### src/rtl/line_raster_ctrl_if.sv
// Bundle of the segment handshake, the shared-divider port and the pixel-memory write port.
// The controller takes the master modport; the surrounding fabric takes the slave modport.
interface line_raster_ctrl_if #(
   parameter int CW   = 4,
   parameter int FRAC = 4,
   parameter int AW   = 8
);
   logic                     in_valid;
   logic                     in_ready;
   logic [CW-1:0]            v1x;
   logic [CW-1:0]            v1y;
   logic [CW-1:0]            v2x;
   logic [CW-1:0]            v2y;

   logic                     div_start;
   logic signed [CW:0]       div_num;
   logic [CW-1:0]            div_den;
   logic                     div_done;
   logic signed [CW+1+FRAC:0] div_quot;

   logic                     mem_we;
   logic [AW-1:0]            mem_addr;
   logic [CW-1:0]            mem_x;
   logic [CW-1:0]            mem_y;
   logic                     mem_ack;

   modport master (
      input  in_valid, v1x, v1y, v2x, v2y, div_done, div_quot, mem_ack,
      output in_ready, div_start, div_num, div_den, mem_we, mem_addr, mem_x, mem_y
   );

   modport slave (
      output in_valid, v1x, v1y, v2x, v2y, div_done, div_quot, mem_ack,
      input  in_ready, div_start, div_num, div_den, mem_we, mem_addr, mem_x, mem_y
   );
endinterface

### src/rtl/line_raster_ctrl.sv
// Line-segment sequencer: orders endpoints, fetches the slope from the shared divider, steps x
// and writes one pixel per x. Define CLIP_EN to add the y clipping window (win_ymin/win_ymax).
module line_raster_ctrl #(
   parameter int          CW   = 4,
   parameter int          FRAC = 4,
   parameter int          AW   = 8,
   parameter int unsigned BASE = 0
) (
   input  logic                c,
   input  logic                rst,
   line_raster_ctrl_if.master  bus,
`ifdef CLIP_EN
   input  logic [CW-1:0]       win_ymin,
   input  logic [CW-1:0]       win_ymax,
`endif
   output logic                busy,
   output logic                done
);
   localparam int ACCW   = CW + 3 + FRAC;
   localparam int HALF_I = 1 << (FRAC - 1);

   localparam logic [2:0] S_IDLE     = 3'd0;
   localparam logic [2:0] S_SETUP    = 3'd1;
   localparam logic [2:0] S_DIV      = 3'd2;
   localparam logic [2:0] S_DIV_WAIT = 3'd3;
   localparam logic [2:0] S_WRITE    = 3'd4;
   localparam logic [2:0] S_DONE     = 3'd5;

   logic [2:0]             state_reg;
   logic [CW-1:0]          p1x_reg, p1y_reg, p2x_reg, p2y_reg;
   logic [CW-1:0]          x_reg, x1_reg;
   logic signed [ACCW-1:0] acc_reg;
   logic signed [ACCW-1:0] quot_reg;
   logic signed [CW:0]     num_reg;
   logic [CW-1:0]          den_reg;
   logic [AW-1:0]          addr_reg;

   logic                   swap;
   logic [CW-1:0]          sx0, sy0, sx1, sy1, dx;
   logic signed [CW:0]     dy;
   logic signed [ACCW-1:0] acc_init;
   logic signed [ACCW-1:0] acc_rnd;
   logic [CW-1:0]          pix_y;
   logic                   in_win;
   logic                   write_st;
   logic                   step;

   // Endpoint ordering and deltas are derived from the latched segment during SETUP.
   always_comb begin
      swap     = p1x_reg > p2x_reg;
      sx0      = swap ? p2x_reg : p1x_reg;
      sy0      = swap ? p2y_reg : p1y_reg;
      sx1      = swap ? p1x_reg : p2x_reg;
      sy1      = swap ? p1y_reg : p2y_reg;
      dx       = sx1 - sx0;
      dy       = $signed({1'b0, sy1}) - $signed({1'b0, sy0});
      acc_init = $signed({3'b000, sy0, {FRAC{1'b0}}});
   end

   // Round-to-nearest of the fixed-point y accumulator.
   always_comb begin
      acc_rnd = acc_reg + $signed(ACCW'(HALF_I));
      pix_y   = CW'(acc_rnd >>> FRAC);
   end

`ifdef CLIP_EN
   logic [CW-1:0] ymin_reg, ymax_reg;

   always_ff @(posedge c) begin
      if (rst) begin
         ymin_reg <= '0;
         ymax_reg <= '0;
      end else if (state_reg == S_IDLE && bus.in_valid) begin
         ymin_reg <= win_ymin;
         ymax_reg <= win_ymax;
      end
   end

   assign in_win = (pix_y >= ymin_reg) && (pix_y <= ymax_reg);
`else
   assign in_win = 1'b1;
`endif

   // A clipped pixel advances the stepper as though it had been acknowledged.
   assign write_st = (state_reg == S_WRITE);
   assign step     = write_st && (bus.mem_ack || !in_win);

   always_ff @(posedge c) begin
      if (rst) begin
         state_reg <= S_IDLE;
         p1x_reg   <= '0;
         p1y_reg   <= '0;
         p2x_reg   <= '0;
         p2y_reg   <= '0;
         x_reg     <= '0;
         x1_reg    <= '0;
         acc_reg   <= '0;
         quot_reg  <= '0;
         num_reg   <= '0;
         den_reg   <= '0;
         addr_reg  <= AW'(BASE);
      end else begin
         case (state_reg)
            S_IDLE: begin
               if (bus.in_valid) begin
                  p1x_reg   <= bus.v1x;
                  p1y_reg   <= bus.v1y;
                  p2x_reg   <= bus.v2x;
                  p2y_reg   <= bus.v2y;
                  state_reg <= S_SETUP;
               end
            end
            S_SETUP: begin
               x_reg   <= sx0;
               x1_reg  <= sx1;
               acc_reg <= acc_init;
               num_reg <= dy;
               den_reg <= dx;
               if (dx == '0) begin
                  quot_reg  <= '0;
                  state_reg <= S_WRITE;
               end else begin
                  state_reg <= S_DIV;
               end
            end
            S_DIV: begin
               state_reg <= S_DIV_WAIT;
            end
            S_DIV_WAIT: begin
               if (bus.div_done) begin
                  quot_reg  <= {bus.div_quot[CW+1+FRAC], bus.div_quot};
                  state_reg <= S_WRITE;
               end
            end
            S_WRITE: begin
               if (step) begin
                  if (in_win) begin
                     addr_reg <= addr_reg + AW'(1);
                  end
                  if (x_reg == x1_reg) begin
                     state_reg <= S_DONE;
                  end else begin
                     x_reg   <= x_reg + CW'(1);
                     acc_reg <= acc_reg + quot_reg;
                  end
               end
            end
            S_DONE: begin
               state_reg <= S_IDLE;
            end
            default: begin
               state_reg <= S_IDLE;
            end
         endcase
      end
   end

   assign bus.in_ready  = (state_reg == S_IDLE);
   assign bus.div_start = (state_reg == S_DIV);
   assign bus.div_num   = num_reg;
   assign bus.div_den   = den_reg;
   assign bus.mem_we    = write_st && in_win;
   assign bus.mem_addr  = addr_reg;
   assign bus.mem_x     = x_reg;
   assign bus.mem_y     = pix_y;
   assign busy          = (state_reg != S_IDLE);
   assign done          = (state_reg == S_DONE);
endmodule

### src/flat_wrapper.sv
// flat-port wrapper written by rule: the top's interface ports become plain ports
module line_raster_ctrl_flat 
#(
   parameter int          CW   = 4,
   parameter int          FRAC = 4,
   parameter int          AW   = 8,
   parameter int unsigned BASE = 0
)
  (c, rst, busy, done, bus_in_valid, bus_v1x, bus_v1y, bus_v2x, bus_v2y, bus_div_done, bus_div_quot, bus_mem_ack, bus_in_ready, bus_div_start, bus_div_num, bus_div_den, bus_mem_we, bus_mem_addr, bus_mem_x, bus_mem_y);
  line_raster_ctrl_if #(.CW(CW), .FRAC(FRAC), .AW(AW)) bus_i ();
  input  logic c;
  input  logic rst;
  output logic busy;
  output logic done;
  input wire logic [$bits(bus_i.in_valid)-1:0] bus_in_valid;
  input wire logic [$bits(bus_i.v1x)-1:0] bus_v1x;
  input wire logic [$bits(bus_i.v1y)-1:0] bus_v1y;
  input wire logic [$bits(bus_i.v2x)-1:0] bus_v2x;
  input wire logic [$bits(bus_i.v2y)-1:0] bus_v2y;
  input wire logic [$bits(bus_i.div_done)-1:0] bus_div_done;
  input wire logic [$bits(bus_i.div_quot)-1:0] bus_div_quot;
  input wire logic [$bits(bus_i.mem_ack)-1:0] bus_mem_ack;
  output wire logic [$bits(bus_i.in_ready)-1:0] bus_in_ready;
  output wire logic [$bits(bus_i.div_start)-1:0] bus_div_start;
  output wire logic [$bits(bus_i.div_num)-1:0] bus_div_num;
  output wire logic [$bits(bus_i.div_den)-1:0] bus_div_den;
  output wire logic [$bits(bus_i.mem_we)-1:0] bus_mem_we;
  output wire logic [$bits(bus_i.mem_addr)-1:0] bus_mem_addr;
  output wire logic [$bits(bus_i.mem_x)-1:0] bus_mem_x;
  output wire logic [$bits(bus_i.mem_y)-1:0] bus_mem_y;
  assign bus_i.in_valid = bus_in_valid;
  assign bus_i.v1x = bus_v1x;
  assign bus_i.v1y = bus_v1y;
  assign bus_i.v2x = bus_v2x;
  assign bus_i.v2y = bus_v2y;
  assign bus_i.div_done = bus_div_done;
  assign bus_i.div_quot = bus_div_quot;
  assign bus_i.mem_ack = bus_mem_ack;
  assign bus_in_ready = bus_i.in_ready;
  assign bus_div_start = bus_i.div_start;
  assign bus_div_num = bus_i.div_num;
  assign bus_div_den = bus_i.div_den;
  assign bus_mem_we = bus_i.mem_we;
  assign bus_mem_addr = bus_i.mem_addr;
  assign bus_mem_x = bus_i.mem_x;
  assign bus_mem_y = bus_i.mem_y;
  line_raster_ctrl #(.CW(CW), .FRAC(FRAC), .AW(AW), .BASE(BASE)) u_core (.c(c), .rst(rst), .bus(bus_i), .busy(busy), .done(done));
endmodule
### config.mk
export PLATFORM = sky130hd
export DESIGN_NAME = line_raster_ctrl_flat
export DESIGN_NICKNAME = d
export VERILOG_FILES = /design/src/rtl/line_raster_ctrl_if.sv /design/src/rtl/line_raster_ctrl.sv /design/src/flat_wrapper.sv
export SDC_FILE = /design/constraint.sdc
export NUM_CORES = 1
export LEC_CHECK = 0
export ABC_AREA = 1
export BUFFER_PORTS_ARGS = -buffer_cell sky130_fd_sc_hd__buf_2
export CAP_MARGIN = 20
export CORE_ASPECT_RATIO = 1.5
export CORE_MARGIN = 2
export CORE_UTILIZATION = 30
export CTS_CLUSTER_SIZE = 40
export DETAILED_ROUTE_END_ITERATION = 7
export HOLD_SLACK_MARGIN = 0.02
export PLACE_DENSITY_LB_ADDON = 0.15
export SLEW_MARGIN = 10
export SYNTH_ARGS = -nofsm -noshare
export SYNTH_HDL_FRONTEND = slang
export SYNTH_SLANG_ARGS = --single-unit
### constraint.sdc
create_clock -name c -period 4.1 [get_ports c]
set_clock_uncertainty 0.05 [all_clocks]
set_input_delay 0.41 -clock c [delete_from_list [all_inputs] [get_ports c]]
set_output_delay 0.41 -clock c [all_outputs]
set_load 0.03 [all_outputs]
### Word level (Yosys, flattened, before mapping)

Index checks and enable logic that the tools add are counted.

* register bits: 66
* input bits: 31
* output and inout port bits: 30
* logic and storage cells: 61

* $add $sub $neg: 6
* order comparisons: 1
* equal/unequal tests: 12
* mux-type cells: 19
* reduce and logical (&&, ||, !) cells: 11

Operator list (number)
* $mux W11: 4
* $pmux W11 S2: 2
* $mux W4: 6
* $mux W3: 5
* $pmux W3 S5: 1
* $add A11 B11 Y11: 1
* $ne A2 B2 Y1 const B: 5
* $add A8 B1 Y8 const B: 1
* $add A8 B5 Y8 const B: 1
* $pmux W4 S2: 1
* $eq A3 B2 Y1 const B: 2
* $eq A3 B3 Y1 const B: 2
* $reduce_and A3 Y1: 2
* $sub A4 B4 Y5: 1
* $add A4 B1 Y4 const B: 1
* $eq A4 B4 Y1: 1
* $gt A4 B4 Y1: 1
* $logic_not A4 Y1: 1
* $reduce_and A2 Y1: 2
* $reduce_and A4 Y1: 1
* $reduce_bool A2 Y1: 2
* $sub A4 B4 Y4: 1
* $eq A3 B1 Y1 const B: 1
* $logic_not A3 Y1: 1
* 3 further kinds: 3

### Longest topological paths before layout

Gate-level depths: netlist of the first run.

* word-level depth: 6
* mapped depth: 23
* mapped depth without buffers: 22

### Worst setup path after synthesis of the first run

Ideal clock, no wire load.

* kind: reg2reg
* start: reg u_core.p2x_reg[2]
* end: reg u_core.quot_reg[6]
* data arrival time: 2.322 ns
* data required time: 3.935 ns
* path slack: 1.613 ns
* stages on the path, launching flop included: 21
* buffers on the path: 1
* clock period less this slack: 2.487 ns
* cells stage by stage: dfxtp_1 -> inv_1 -> ha_1 -> nand2_1 -> clkinv_1 -> nand2_2 -> nand2_4 -> nand2_4 -> nand2_1 -> nand2_1 -> nand2_1 -> ha_1 -> nor2_1 -> inv_1 -> nor2_4 -> nand3_4 -> nand2_4 -> buf_12 -> nand3_1 -> nand2_1 -> nor2_1

* cells in the longest elaborated chain, start to end: 6
* elaborated cells on any way between the ends: 7

Ends and longest elaborated chain
* start: declaration: RTL line line_raster_ctrl.sv:30 `logic [CW-1:0] p1x_reg, p1y_reg, p2x_reg, p2y_reg;`
* start signal: assignment: RTL line line_raster_ctrl.sv:108 `p2x_reg <= bus.v2x;`
* $gt A4 B4 Y1 *: RTL line line_raster_ctrl.sv:50 `swap = p1x_reg > p2x_reg;`
* $mux W4, on equally long branches: RTL line line_raster_ctrl.sv:53, line_raster_ctrl.sv:51
* $sub A4 B4 Y4 *: RTL line line_raster_ctrl.sv:55 `dx = sx1 - sx0;`
* via u_core.dx[1]: RTL line line_raster_ctrl.sv:39 `logic [CW-1:0] sx0, sy0, sx1, sy1, dx;`
* $logic_not A4 Y1 *: RTL line line_raster_ctrl.sv:119 `if (dx == '0) begin`
* $ne A2 B1 Y1 (no line) *
* $reduce_and A3 Y1 (no line) *
* end signal: assignment: RTL line line_raster_ctrl.sv:131 `quot_reg <= {bus.div_quot[CW+1+FRAC], bus.div_quot};`
* end: declaration: RTL line line_raster_ctrl.sv:33 `logic signed [ACCW-1:0] quot_reg;`

Mark *: on every way through the listed nets, which the timed path passes. The rest lies on a longest branch.
A chain may end at the register's enable or synchronous reset.

### Worst setup path after layout of the first run

Ends and elaborated chain as after synthesis.

==> results, run 1 <==
- The total grt overflow is 0.
- The flow ran to the end, and the final reports show no timing, DRC or antenna violations.
- The vertical die dimension is 134 µm.
- In this run, synthesis produced a sequential element count of 60.
- Global routing used 14.1% of the available tracks.
- The portion of the clock cycle consumed by the worst path in the final layout is 71.5%.
- The routing usage on met3 is 3.37%.
- The initial core utilization is 30.6%.
- The total vias in the final route is 3097.
- The post-cts gate resize count is 0.
- Setup violations remaining at the end of the flow were counted as 0.
- The number of inserted diodes is 0.
- The total CTS buffers is 9.
- Counting tap cells, the placed design contains a total of 650 instances.
- Buffers placed on the I/O ports in this run total 58.
- The critical path data arrival time is 3100 ps.
- The maximum number of pins on one net before global-route repair is 47.
- For this run, the number of Yosys warnings is 0.
- The number of buffers on the longest clock path is 2.
- STA classifies the critical path endpoint as a flop.
- With fillers left out, the area of the finished cells amounts to 4100 µm².
- The count of antenna-violating nets left after detailed routing is 0.
- The total area inside the core boundary comes to 11000 µm².
- Headroom to the max-slew limit came out at 41.3%.
- The die is 90.5 µm wide.
- The half-perimeter wire length after detailed placement is 6.15 mm.
- Synthesis produced a netlist whose cell count is 459.
- The placed instances occupy a cell area of 3760 µm².
- The share of synthesized area in the top cell type comes to 35.7%.
- In this run the static leakage power is 1.92 nW.
- The area added between synthesis and finish is 21.7%.
- Static timing analysis puts the maximum clock frequency at 0.341 GHz.
- Final hold analysis gives a worst-case slack of 308 ps.
- Dividing the detail-routed wire length by the instance count gives 12.5 µm.
- The number of max-slew violations in the final report is 0.
- The number of sinks handled by clock tree synthesis is 60.
- The start point of the worst hold path is bus_v2y[1].
- The worst hold path passes through 3 cells.
- The source-to-sink clock delay at the later pin of the worst-skew pair is 330 ps.
- After filler insertion, the fill cell instance count of the layout stands at 1217.
- The reg-to-reg critical path endpoint is u_core.quot_reg[6]$_SDFFE_PP0P_.
- For this run, the detailed router's first-pass iteration total came to 4.
- The most area-hungry cell type in the Yosys netlist is sky130_fd_sc_hd__dfxtp_1.
- After the first detailed-routing iteration, the DRC count stood at 108.
- Global routing used 24.8% of the available met2 tracks.
- Yosys mapped a number of flops with a built-in enable equal to 0.
- After clock tree synthesis, the setup repair step added 0 buffers.
- The number of failing hold endpoints at the final stage came to 0.
- The proportion of synthesized flip-flops having asynchronous set or reset is 0%.
- The number of global-route vias before repair is 2826.
- The floorplan step defined a die boundary enclosing 12100 µm².
- The share of layout cells above drive strength 1 is 19.8%.
- The maximum fanout count along the critical path is 22.
- The global routing stage identified its most utilized layer as met2.
- The internal reg-to-reg setup slack is 1170 ps.
- Of the synthesized area, sequential elements account for 35.7%.
- Setup repair after global routing left no endpoint under its margin.
- The post-synthesis instance area is 3370 µm².
- The global placement routability congestion is 0.772.
- The end point of the worst hold path is u_core.p2y_reg[1]$_SDFFE_PP0P_.
- At the pin with the least slew margin, the transition time is 879 ps.
- The primary flip-flop cell chosen by synthesis mapping is sky130_fd_sc_hd__dfxtp_1.
- Across the VDD grid, the largest voltage drop is 399 µV.
- The total design power is 0.00396 W.
- The count of placed standard cells in the final layout, fillers left out is 666.
- Counting every net in the synthesized netlist gives 507.
- Averaged over all synthesized cells, the footprint is 7.34 µm².
- The worst-case reg-to-reg path depth is 19.
- By area the synthesized netlist is led by sky130_fd_sc_hd__dfxtp_1 (36%), sky130_fd_sc_hd__nand2_1 (8.4%), sky130_fd_sc_hd__o21ai_0 (7.7%), sky130_fd_sc_hd__a21oi_1 (7.1%), sky130_fd_sc_hd__inv_1 (6.0%).
- The shortest period the worst path allows is 2930 ps.
- The CTS H-tree depth is 3.
- The first global-routing pass estimated 13.6 mm of wire.
- The number of max-cap violations is 0.
- The worst min-delay path class is in2reg.
- In this run, distinct cell masters in the synthesized netlist total 39.
- Summed over all failing endpoints, the final setup total negative slack is 0 ps.
- The first element of the critical path is u_core.p2x_reg[2]$_SDFFE_PP0P_.
- For this block, the routed nets add up to 8.36 mm of wire.
- The count of hold-fix buffers inserted at cts is 0.
- For met1 alone, demand over resource in global routing was 16.6%.
- After detailed routing, the number of vias per cell comes to 4.65.
- The number of placed I/O pins is 61.
- The row count is 47.
- TritonCTS built the clock tree.
- The critical path is of the reg2reg type.
- After clock tree synthesis, the clock-pin slew on the worst setup and hold paths is 50 ps.
- The final net count is 562.
- At the worst endpoint, the required time is 4260 ps.
- CTS placed an instance of sky130_fd_sc_hd__clkbuf_16 at the clock tree root.
- In the routed design, unresolved DRC markers number 0.
- STA classifies the critical path startpoint as a flop.
- In this run the critical register-to-register path is launched from u_core.p2x_reg[2]$_SDFFE_PP0P_.
- The power per cell area is 967 nW/µm².
- The number of antenna violations at the first check in global routing came to 0.
[through the flow]
| step | setup WS (ps) | util [%] |
|---|---|---|
| 3_5_place_dp | 1190 | 34.2 |
| 6_report | 1170 | 37.3 |
| 2_1_floorplan | 1610 | - |
| 3_3_place_gp | 1210 | 34.2 |
| 5_1_grt | 864 | 37.3 |
| 4_1_cts | 1150 | 37.3 |
[worst max path at each step]
stage,endpoint
2_1_floorplan,u_core.quot_reg[6]$_SDFFE_PP0P_
3_3_place_gp,u_core.quot_reg[7]$_SDFFE_PP0P_
3_5_place_dp,u_core.quot_reg[6]$_SDFFE_PP0P_
4_1_cts,u_core.quot_reg[6]$_SDFFE_PP0P_
5_1_grt,u_core.quot_reg[6]$_SDFFE_PP0P_
6_report,u_core.quot_reg[6]$_SDFFE_PP0P_
[metal layers]
| metal | share of wire (%) | vias to the layer above | wire length, µm |
|---|---|---|---|
| met4 | 1.5 | 0 | 128 |
| met5 | 0 | - | 0 |
| met1 | 45 | 1395 | 3730 |
| li1 | - | 1639 | - |
| met2 | 50 | 54 | 4220 |
| met3 | 3.4 | 9 | 283 |
[layout by cell type, fill, tap and decap left out, types with 2 or more instances in the layout]
| master | netlist | routed |
|---|---|---|
| sky130_fd_sc_hd__nor3_1 | 6 | 5 |
| sky130_fd_sc_hd__nand2_1 | 75 | 75 |
| sky130_fd_sc_hd__a21oi_1 | 48 | 48 |
| sky130_fd_sc_hd__nor3b_1 | 3 | 3 |
| sky130_fd_sc_hd__clkinv_2 | 0 | 2 |
| sky130_fd_sc_hd__or2_1 | 2 | 2 |
| sky130_fd_sc_hd__clkbuf_16 | 0 | 9 |
| sky130_fd_sc_hd__nand2_2 | 6 | 6 |
| sky130_fd_sc_hd__o211ai_1 | 6 | 6 |
| sky130_fd_sc_hd__nand3_1 | 31 | 31 |
| sky130_fd_sc_hd__nand2_4 | 5 | 5 |
| sky130_fd_sc_hd__nor2_1 | 28 | 28 |
| sky130_fd_sc_hd__a21oi_2 | 6 | 6 |
| sky130_fd_sc_hd__o21ai_1 | 2 | 2 |
| sky130_fd_sc_hd__o21bai_1 | 5 | 5 |
| sky130_fd_sc_hd__xnor2_1 | 9 | 9 |
| sky130_fd_sc_hd__o221ai_1 | 3 | 3 |
| sky130_fd_sc_hd__nor2_4 | 2 | 2 |
| sky130_fd_sc_hd__inv_1 | 54 | 54 |
| sky130_fd_sc_hd__o21ai_2 | 2 | 2 |
| sky130_fd_sc_hd__bufinv_16 | 0 | 2 |
| sky130_fd_sc_hd__o21ai_0 | 52 | 52 |
| sky130_fd_sc_hd__nand4_1 | 2 | 2 |
| sky130_fd_sc_hd__buf_2 | 2 | 58 |
| sky130_fd_sc_hd__xor2_1 | 6 | 6 |
| sky130_fd_sc_hd__dfxtp_1 | 60 | 60 |
| sky130_fd_sc_hd__buf_4 | 1 | 2 |
| sky130_fd_sc_hd__inv_2 | 2 | 2 |
| sky130_fd_sc_hd__clkinv_1 | 4 | 4 |
| sky130_fd_sc_hd__clkbuf_8 | 0 | 3 |
| sky130_fd_sc_hd__ha_1 | 16 | 16 |
[cell usage after synthesis (2+ instances only)]
| cell | instances |
|---|---|
| sky130_fd_sc_hd__o21ai_0 | 52 |
| sky130_fd_sc_hd__o21bai_1 | 5 |
| sky130_fd_sc_hd__clkbuf_1 | 10 |
| sky130_fd_sc_hd__a21oi_2 | 6 |
| sky130_fd_sc_hd__xnor2_1 | 9 |
| sky130_fd_sc_hd__nor3b_1 | 3 |
| sky130_fd_sc_hd__nand4_1 | 2 |
| sky130_fd_sc_hd__o21ai_2 | 2 |
| sky130_fd_sc_hd__nor2_1 | 28 |
| sky130_fd_sc_hd__clkinv_1 | 4 |
| sky130_fd_sc_hd__a21oi_1 | 48 |
| sky130_fd_sc_hd__nand3_1 | 31 |
| sky130_fd_sc_hd__nor2_4 | 2 |
| sky130_fd_sc_hd__inv_2 | 2 |
| sky130_fd_sc_hd__xor2_1 | 6 |
| sky130_fd_sc_hd__nand2_2 | 6 |
| sky130_fd_sc_hd__or2_1 | 2 |
| sky130_fd_sc_hd__nand2_1 | 75 |
| sky130_fd_sc_hd__buf_2 | 2 |
| sky130_fd_sc_hd__o221ai_1 | 3 |
| sky130_fd_sc_hd__dfxtp_1 | 60 |
| sky130_fd_sc_hd__inv_1 | 54 |
| sky130_fd_sc_hd__o21ai_1 | 2 |
| sky130_fd_sc_hd__nand2_4 | 5 |
| sky130_fd_sc_hd__nor3_1 | 6 |
| sky130_fd_sc_hd__ha_1 | 16 |
| sky130_fd_sc_hd__o211ai_1 | 6 |
[worst max-delay path: stages (launching register included)]
cell	delay, ps
sky130_fd_sc_hd__dfxtp_1	360
sky130_fd_sc_hd__inv_1	70
sky130_fd_sc_hd__ha_1	380
sky130_fd_sc_hd__nand2_1	100
sky130_fd_sc_hd__clkinv_1	100
sky130_fd_sc_hd__nand2_2	100
sky130_fd_sc_hd__nand2_4	70
sky130_fd_sc_hd__nand2_4	200
sky130_fd_sc_hd__nand2_1	90
sky130_fd_sc_hd__nand2_1	90
sky130_fd_sc_hd__nand2_1	80
sky130_fd_sc_hd__ha_1	290
sky130_fd_sc_hd__nor2_1	100
sky130_fd_sc_hd__inv_1	70
sky130_fd_sc_hd__nor2_4	130
sky130_fd_sc_hd__nand3_4	100
sky130_fd_sc_hd__nand2_4	190
sky130_fd_sc_hd__nand3_1	100
sky130_fd_sc_hd__nand2_1	80
sky130_fd_sc_hd__nor2_1	40
[report_power, final]
part | internal (W) | switching [W]
Clock | 0.000579 | 0.000262
Combinational | 0.000713 | 0.00144
Sequential | 0.000796 | 0.000175
[cells by family (layout without fill, tap and decap cells)]
group,after synthesis,after routing,share of synthesized area (%)
AO/OA/AOI/OAI,128,128,21.4
XOR/XNOR,15,15,3.90
adder cells (fa/ha/maj),17,17,6.54
buffers and inverters,76,136,9.70
flip-flops,60,60,35.7
AND/OR/NAND/NOR,163,163,22.8
[layout make-up]
type                       instances  area [µm²]  area share (%)
inverter                          60         225            5.50
clock inverter                     4        70.1            1.71
sequential                        60        1200            29.3
timing repair buffer              60         305            7.45
clock buffer                      12         267            6.50
tap                              147         184            4.49
multi-input combinational        323        1850            45.0
Note: power is estimated with default switching activity, not from simulation.
==> run 2: changes to the inputs <==
==> constraint.sdc (replaced) <==
create_clock -name c -period 2.6 [get_ports c]
set_clock_uncertainty 0.05 [all_clocks]
set_input_delay 0.26 -clock c [delete_from_list [all_inputs] [get_ports c]]
set_output_delay 0.26 -clock c [all_outputs]
set_load 0.03 [all_outputs]
==> run 2 against run 1 <==
Register-to-register slack worse by 990 ps; critical path depth stayed put; via count grew 1.4%; total power increased by 70%; cell count grew 3.2%; first-iteration DRC count grew 6.5%; worst setup slack got worse by 990 ps; sequential share of layout area fell by 1.8 points; worst hold slack worse by 160 ps; critical path type unchanged; largest cell class unchanged; largest power group unchanged; highest routed layer unchanged.
==> results, run 2 (synthesized netlist as in run 1, its figures left out) <==
- The number of max-cap violations is 0 (unchanged).
- The number of design-rule violations left by the first detailed-router iteration is 115 (+6.5%).
- The row count was 47 (unchanged).
- The power per cell area is 1540 nW/µm² (+60%).
- The count of antenna-violating nets left after detailed routing came to 0 (unchanged).
- The summed negative setup slack over all endpoints is 0 ps (unchanged).
- The total setup buffers inserted after CTS is 0 (unchanged).
- The half-perimeter wire length after detailed placement is 6.43 mm (+4.5%).
- The actual transition at the worst max-transition pin was 573 ps (-306 ps).
- The critical path data arrival time is 2640 ps (-460 ps).
- The source-to-sink clock delay at the later pin of the worst-skew pair is 330 ps (about the same).
- The CTS H-tree depth is 3 (unchanged).
- The endpoint required time on the critical path is 2820 ps (-1440 ps).
- The number of inserted diodes is 0 (unchanged).
- The maximum number of pins on one net before global-route repair was 30 (-36%).
- The combinational share of power came to 57.9% (+3.6 points).
- The number of failing hold endpoints at the final stage is 0 (unchanged).
- The number of max-slew violations in the final report was 0 (unchanged).
- The count of placed standard cells in the final layout, fillers left out is 687 (+3.2%).
- The first-pass GRT wire length is 14.2 mm (+4.8%).
- The global routing usage summed across all routing layers is 14.9% (+0.82 points).
- The total grt overflow is 0 (unchanged).
- The core utilization of the finished layout was 39.7% (+2.5 points).
- The post-route DRC violation count is 0 (unchanged).
- The maximum fanout count along the critical path is 8 (-64%).
- The total wire length after detailed routing was 8.69 mm (+4.0%).
- The worst slew slack as a fraction of its limit was 61.7% (+20 points).
- The number of sinks handled by clock tree synthesis is 60 (unchanged).
- The library cell used most frequently in the layout, excluding fill and tap cells, is sky130_fd_sc_hd__nand2_1.
- The area growth from synthesis to layout is 29.7%.
- The area used by multi-input combinational logic came to 1960 µm² (+6.1%).
- The worst stage delay on the critical path is 340 ps (-40 ps).
- The type of the worst setup path is reg2reg.
- The number of placed I/O pins is 61 (unchanged).
- The clock share of power is 19.9% (-1.3 points).
- The number of buffer cells added on primary ports is 58 (unchanged).
- The clock tree from TritonCTS is yes.
- The number of global-route vias before repair was 2998 (+6.1%).
- The total buffers and inverters traversed by the critical path came to 4 (+1).
- The floorplan die area came to 12100 µm² (unchanged).
- The worst min-delay path class is in2reg.
- The first-pass iteration count of the detailed router is 4 (unchanged).
- The shortest period the worst path allows is 2430 ps (-508 ps).
- The net switching fraction of the power came to 45.8% (-1.5 points).
- The total vias in the final route is 3141 (+1.4%).
- The root cell of the clock tree is sky130_fd_sc_hd__clkbuf_16.
- The total CTS buffers was 9 (unchanged).
- The startpoint type of the worst setup path is a flop.
- The library cells used most frequently in the layout, excluding fill and tap cells, are sky130_fd_sc_hd__nand2_1 (73), sky130_fd_sc_hd__dfxtp_1 (60), sky130_fd_sc_hd__buf_2 (58), sky130_fd_sc_hd__o21ai_0 (52), sky130_fd_sc_hd__inv_1 (51).
- The static power due to leakage came to 2.04 nW (+6.1%).
- The worst setup path is captured at a flop.
- The run finished with clean final reports.
- The portion of the clock cycle consumed by the worst path in the final layout is 93.3% (+22 points).
- The vertical die dimension came to 134 µm (unchanged).
- The maximum resistive drop on vdd is 553 µV (+39%).
- The initial core utilization is 30.6% (unchanged).
- The via density per instance is 4.57 (-1.7%).
- The flip-flop and latch area was 1200 µm² (unchanged).
- The total design power came to 0.00674 W (+70%).
- The signal on the critical path passes through inv_2 -> ha_4 -> nand2_1 -> inv_2 -> nand2_2 -> nand2_4 -> nand2_4 -> nand2_1 -> nand2_1 -> nand2_2 -> ha_4 -> nor2_1 -> inv_1 -> nor2_4 -> nand3_4 -> nand2_8 -> buf_4 -> a21oi_2 -> nor2_1.
- The cell internal power dissipation is 0.00365 W (+75%).
- The fmax is 0.412 GHz (+21%).
- The area of the placeable core is 11000 µm² (unchanged).
- The final net count is 583 (+3.7%).
- The final-layout fill cell count was 1193 (-2.0%).
- The total of endpoints with negative setup slack in the final report is 0 (unchanged).
- The clock transition at the registers of the reported paths came to 50 ps (about the same).
- The worst-path cell with the longest stage delay is sky130_fd_sc_hd__dfxtp_1.
- The relative contribution of sequential cells to total power is 22.3% (-2.2 points).
- The overall die width is 90.5 µm (unchanged).
- The number of buffers on the longest clock path came to 2 (unchanged).
- Broken down by cell family, the worst path's largest delay share belongs to simple AND/OR/NAND/NOR gates.
- The cell type with the highest occurrence count on the critical path is sky130_fd_sc_hd__nand2_1.
- The share of layout cells above drive strength 1 was 25.4% (+5.5 points).
- The net switching component of the power came to 0.00309 W (+65%).
- The number of placed instances, taps included is 670 (+3.1%).
- The routed wire length per instance came to 12.7 µm (+0.83%).
- The global placement routability congestion came to 0.777 (+0.62%).
- The number of antenna violations at the first check in global routing is 0 (unchanged).
==> run 2: area by class of cell <==
class / instances / area share, %
multi-input combinational: 324 / 44.8
tap: 147 / 4.21
clock inverter: 4 / 1.60
sequential: 60 / 27.5
inverter: 60 / 5.16
timing repair buffer: 80 / 10.6
clock buffer: 12 / 6.10
==> run 2: stage by stage <==
| step | hold slack (ps) | instance area (µm²) | worst slack [ps] |
|---|---|---|---|
| after floorplan | 279 | 3370 | 113 |
| after global placement | 397 | 3910 | 10.2 |
| after detailed placement | 405 | 3910 | -16.7 |
| after CTS | 144 | 4290 | 8.68 |
| after global routing | 154 | 4370 | -1.57 |
| final | 149 | 4370 | 175 |
==> run 2: routing by layer <==
metal	global-route usage, %	vias to the layer above	wire, µm
met5	0	-	0
met4	6.67	0	178
met3	3.43	10	225
met2	26.4	41	4440
met1	17.1	1413	3850
li1	-	1677	-
==> run 2: power by group through the flow <==
stage | Clock (W) | Combinational (W) | Sequential, W
global placement | 0 | 0.00364 | 0.00150
global route | 0.00140 | 0.00443 | 0.00154
floorplan | 0 | 0.00263 | 0.00168
detailed placement | 0 | 0.00369 | 0.00151
CTS | 0.00137 | 0.00378 | 0.00149
finish | 0.00134 | 0.00390 | 0.00150
==> run 2: path summary, 6_finish.rpt <==
kind | start | end | slack (ps) | depth (start not counted)
min reg2reg | u_core.bus.mem_addr[7]$_SDFFE_PP0P_ | u_core.bus.mem_addr[7]$_SDFFE_PP0P_ | 410 | 2
max reg2reg | u_core.p2x_reg[3]$_SDFFE_PP0P_ | u_core.quot_reg[3]$_SDFFE_PP0P_ | 170 | 19
max | u_core.p2x_reg[3]$_SDFFE_PP0P_ | u_core.quot_reg[3]$_SDFFE_PP0P_ | 170 | 19
min | bus_v1y[1] | u_core.p1y_reg[1]$_SDFFE_PP0P_ | 150 | 3
==> run 2: timing repair <==
item	in CTS	in global routing
gates resized for setup	4	14
endpoints found under the setup margin	8	11
pin swaps	3	5
gates cloned	1	0
hold buffers	0	0
hold endpoints to repair	0	0
==> run 2: worst reg2reg max path, stage by stage, from the launching register on <==
cell,delay [ps]
sky130_fd_sc_hd__dfxtp_1,340
sky130_fd_sc_hd__inv_2,60
sky130_fd_sc_hd__ha_4,270
sky130_fd_sc_hd__nand2_1,60
sky130_fd_sc_hd__inv_2,80
sky130_fd_sc_hd__nand2_2,70
sky130_fd_sc_hd__nand2_4,90
sky130_fd_sc_hd__nand2_4,70
sky130_fd_sc_hd__nand2_1,80
sky130_fd_sc_hd__nand2_1,70
sky130_fd_sc_hd__nand2_2,80
sky130_fd_sc_hd__ha_4,200
sky130_fd_sc_hd__nor2_1,100
sky130_fd_sc_hd__inv_1,70
sky130_fd_sc_hd__nor2_4,130
sky130_fd_sc_hd__nand3_4,170
sky130_fd_sc_hd__nand2_8,130
sky130_fd_sc_hd__buf_4,120
sky130_fd_sc_hd__a21oi_2,40
sky130_fd_sc_hd__nor2_1,100
==> run 3: changes to the inputs <==
--- a/config.mk
+++ b/config.mk
@@ -15,7 +15,9 @@
 export DETAILED_ROUTE_END_ITERATION = 7
 export HOLD_SLACK_MARGIN = 0.02
 export PLACE_DENSITY_LB_ADDON = 0.15
+export REMOVE_ABC_BUFFERS = 1
 export SLEW_MARGIN = 10
 export SYNTH_ARGS = -nofsm -noshare
 export SYNTH_HDL_FRONTEND = slang
 export SYNTH_SLANG_ARGS = --single-unit
+export TNS_END_PERCENT = 100
==> run 3 against run 2 <==
Design area decreased by 2.2%; global-route usage about the same; maximum frequency increased by 2.4%; via count increased by 0.70%; clock power decreased by 16%.
==> results, run 3 (synthesized netlist as in run 1, its figures left out) <==
- The global placement routability congestion came to 0.769 (-0.95%).
- The power per cell area is 1550 nW/µm² (+0.26%).
- The total CTS buffers came to 9 (unchanged).
- The overall die width is 90.5 µm (unchanged).
- The flow ran to the end, and the final reports show no timing, DRC or antenna violations.
- The clock tree from TritonCTS is yes.
- The number of max-slew violations in the final report was 0 (unchanged).
- The critical path data arrival time is 2580 ps (-60 ps).
- The number of sinks handled by clock tree synthesis is 60 (unchanged).
- The area of placed instances is 3920 µm² (+0.19%).
- The area used by multi-input combinational logic is 1920 µm² (-2.1%).
- The initial core utilization is 30.6% (unchanged).
- The final design instance area without fill is 4270 µm² (-2.2%).
- The first-pass GRT wire length is 14.4 mm (+0.93%).
- The via density per instance is 4.60 (+0.55%).
- The total vias in the final route is 3163 (+0.70%).
- The static power due to leakage is 2.01 nW (-1.6%).
- The worst slew slack as a fraction of its limit came to 71.3% (+9.7 points).
- The share of layout cells above drive strength 1 is 23.8% (-1.5 points).
- The routed wire length per instance was 12.9 µm (+1.6%).
- The clock transition at the registers of the reported paths is 50 ps (about the same).
- The count of antenna-violating nets left after detailed routing is 0 (unchanged).
- The number of buffers on the longest clock path is 2 (unchanged).
- The number of antenna violations at the first check in global routing is 0 (unchanged).
- The total setup buffers inserted after CTS was 0 (unchanged).
- The final-layout fill cell count is 1219 (+2.2%).
- The number of failing hold endpoints at the final stage came to 0 (unchanged).
- The number of design-rule violations left by the first detailed-router iteration came to 107 (-7.0%).
- The worst min-delay path class is in2reg.
- The number of max-cap violations came to 0 (unchanged).
- The total grt overflow is 0 (unchanged).
- The endpoint required time on the critical path is 2810 ps (about the same).
- In the layout the commonest cells are sky130_fd_sc_hd__nand2_1 (74), sky130_fd_sc_hd__dfxtp_1 (60), sky130_fd_sc_hd__buf_2 (58), sky130_fd_sc_hd__inv_1 (53), sky130_fd_sc_hd__o21ai_0 (52).
- The leading cell type in the layout, fill and taps excluded is sky130_fd_sc_hd__nand2_1.
- The portion of the clock cycle consumed by the worst path in the final layout came to 91.1% (-2.2 points).
- The type of the worst setup path is reg2reg.
- The shortest period the worst path allows is 2370 ps (-57.1 ps).
- The total design power came to 0.00661 W (-1.9%).
- The number of inserted diodes is 0 (unchanged).
- The final net count came to 584 (+0.17%).
- The global routing usage summed across all routing layers is 14.9% (about the same).
- The total wire length after detailed routing is 8.84 mm (+1.7%).
- The maximum number of pins on one net before global-route repair is 39 (+30%).
- The number of placed I/O pins was 61 (unchanged).
- The floorplan die area was 12100 µm² (unchanged).
- The post-route DRC violation count was 0 (unchanged).
- The number of buffer cells added on primary ports is 58 (unchanged).
- The vertical die dimension came to 134 µm (unchanged).
- The flip-flop and latch area is 1200 µm² (unchanged).
- The fmax is 0.422 GHz (+2.4%).
- The count of hold-fix buffers inserted at cts is 0 (unchanged).
- The total of endpoints with negative setup slack in the final report is 0 (unchanged).
- The number of global-route vias before repair is 2998 (unchanged).
- The source-to-sink clock delay at the later pin of the worst-skew pair is 330 ps (about the same).
- The summed negative setup slack over all endpoints is 0 ps (unchanged).
- Setup repair after global routing left no endpoint under its margin.
- The area of the placeable core is 11000 µm² (unchanged).
- The CTS H-tree depth came to 3 (unchanged).
- The root buffer cell chosen for the clock tree is sky130_fd_sc_hd__clkbuf_16.
- The row count came to 47 (unchanged).
- The half-perimeter wire length after detailed placement is 6.45 mm (+0.42%).
- The maximum resistive drop on vdd is 560 µV (+1.3%).
- STA classifies the critical path startpoint as a flop.
- The area growth from synthesis to layout is 26.9%.
- In this run the most critical hold path is launched from bus_v2y[1].
- The critical path endpoint category is a flop.
- The first-pass iteration count of the detailed router was 6 (+2).
- The worst register-to-register path begins at u_core.p2x_reg[2]$_SDFFE_PP0P_.
- The actual transition at the worst max-transition pin is 428 ps (-144 ps).
- In this run the worst setup path begins at u_core.p2x_reg[2]$_SDFFE_PP0P_.
- The maximum fanout count along the critical path is 8 (unchanged).
run 3: cell count changes in the layout (fill, tap and decap cells not counted), moves of 2 or more:
cell / previous run / this run
sky130_fd_sc_hd__clkbuf_1: 0 / 3
sky130_fd_sc_hd__buf_4: 21 / 23
sky130_fd_sc_hd__bufinv_16: 2 / 0
sky130_fd_sc_hd__ha_1: 11 / 13
sky130_fd_sc_hd__ha_4: 5 / 3
sky130_fd_sc_hd__inv_1: 51 / 53
sky130_fd_sc_hd__inv_2: 6 / 4
run 3: cell type report:
class / count / area share, %
flip-flops and latches: 60 / 28.1
well taps: 147 / 4.30
repair buffers: 81 / 10.8
multi-input cells: 324 / 44.9
inverters: 60 / 5.27
clock inverters: 1 / 0.117
clock buffers: 15 / 6.50
run 3: critical path, stage by stage, from the launching register on:
cell and delay, ps:
sky130_fd_sc_hd__dfxtp_1 320, sky130_fd_sc_hd__inv_1 60, sky130_fd_sc_hd__ha_1 300, sky130_fd_sc_hd__nand2_1 80
sky130_fd_sc_hd__inv_2 50, sky130_fd_sc_hd__nand2_2 80, sky130_fd_sc_hd__nand2_4 60, sky130_fd_sc_hd__nand2_4 70
sky130_fd_sc_hd__nand2_1 50, sky130_fd_sc_hd__nand2_1 90, sky130_fd_sc_hd__nand2_2 90, sky130_fd_sc_hd__ha_4 160
sky130_fd_sc_hd__inv_1 60, sky130_fd_sc_hd__nand2_1 50, sky130_fd_sc_hd__nand2_1 60, sky130_fd_sc_hd__nand2_2 70
sky130_fd_sc_hd__nor2_4 110, sky130_fd_sc_hd__nand3_4 130, sky130_fd_sc_hd__nand2_4 180, sky130_fd_sc_hd__a21oi_1 80
sky130_fd_sc_hd__nor2_1 100
run 3: power breakdown:
| part | internal (W) | switching, W |
|---|---|---|
| combinational | 0.00151 | 0.00244 |
| clock | 0.000722 | 0.000409 |
| sequential | 0.00125 | 0.000270 |
run 3: metrics by stage:
| stage | setup WS, ps | util [%] | hold WS, ps | std cells |
|---|---|---|---|---|
| global route | 16.8 | 38.9 | 156 | 688 |
| detailed placement | -5.54 | 35.6 | 406 | 671 |
| CTS | 25.3 | 38.3 | 146 | 687 |
| finish | 232 | 38.9 | 161 | 688 |
| floorplan | -377 | - | 279 | 443 |
| global placement | 30.6 | 35.6 | 402 | 671 |
run 3: repair_timing:
action,in CTS,in global routing
resized for setup,2,7
endpoints found under the setup margin,8,11
gates cloned,0,1
endpoints found under the hold margin,0,0
pin swaps,0,2
run 3: worst paths after layout:
| kind | end | slack [ps] | cells after the start |
|---|---|---|---|
| worst max-delay path | u_core.quot_reg[6]$_SDFFE_PP0P_ | 230 | 20 |
| worst min register to register | u_core.bus.div_num[4]$_SDFFE_PP0P_ | 410 | 2 |
| worst max register to register | u_core.quot_reg[6]$_SDFFE_PP0P_ | 230 | 20 |
| worst min-delay path | u_core.p2y_reg[1]$_SDFFE_PP0P_ | 160 | 3 |
run 3: routing by layer:
| layer | vias to the layer above | routed length [µm] | global-route usage [%] |
|---|---|---|---|
| met4 | 0 | 146 | 6.32 |
| met1 | 1429 | 3840 | 17.2 |
| li1 | 1678 | - | - |
| met2 | 47 | 4570 | 26.4 |
| met5 | - | 0 | 0 |
| met3 | 9 | 289 | 3.37 |
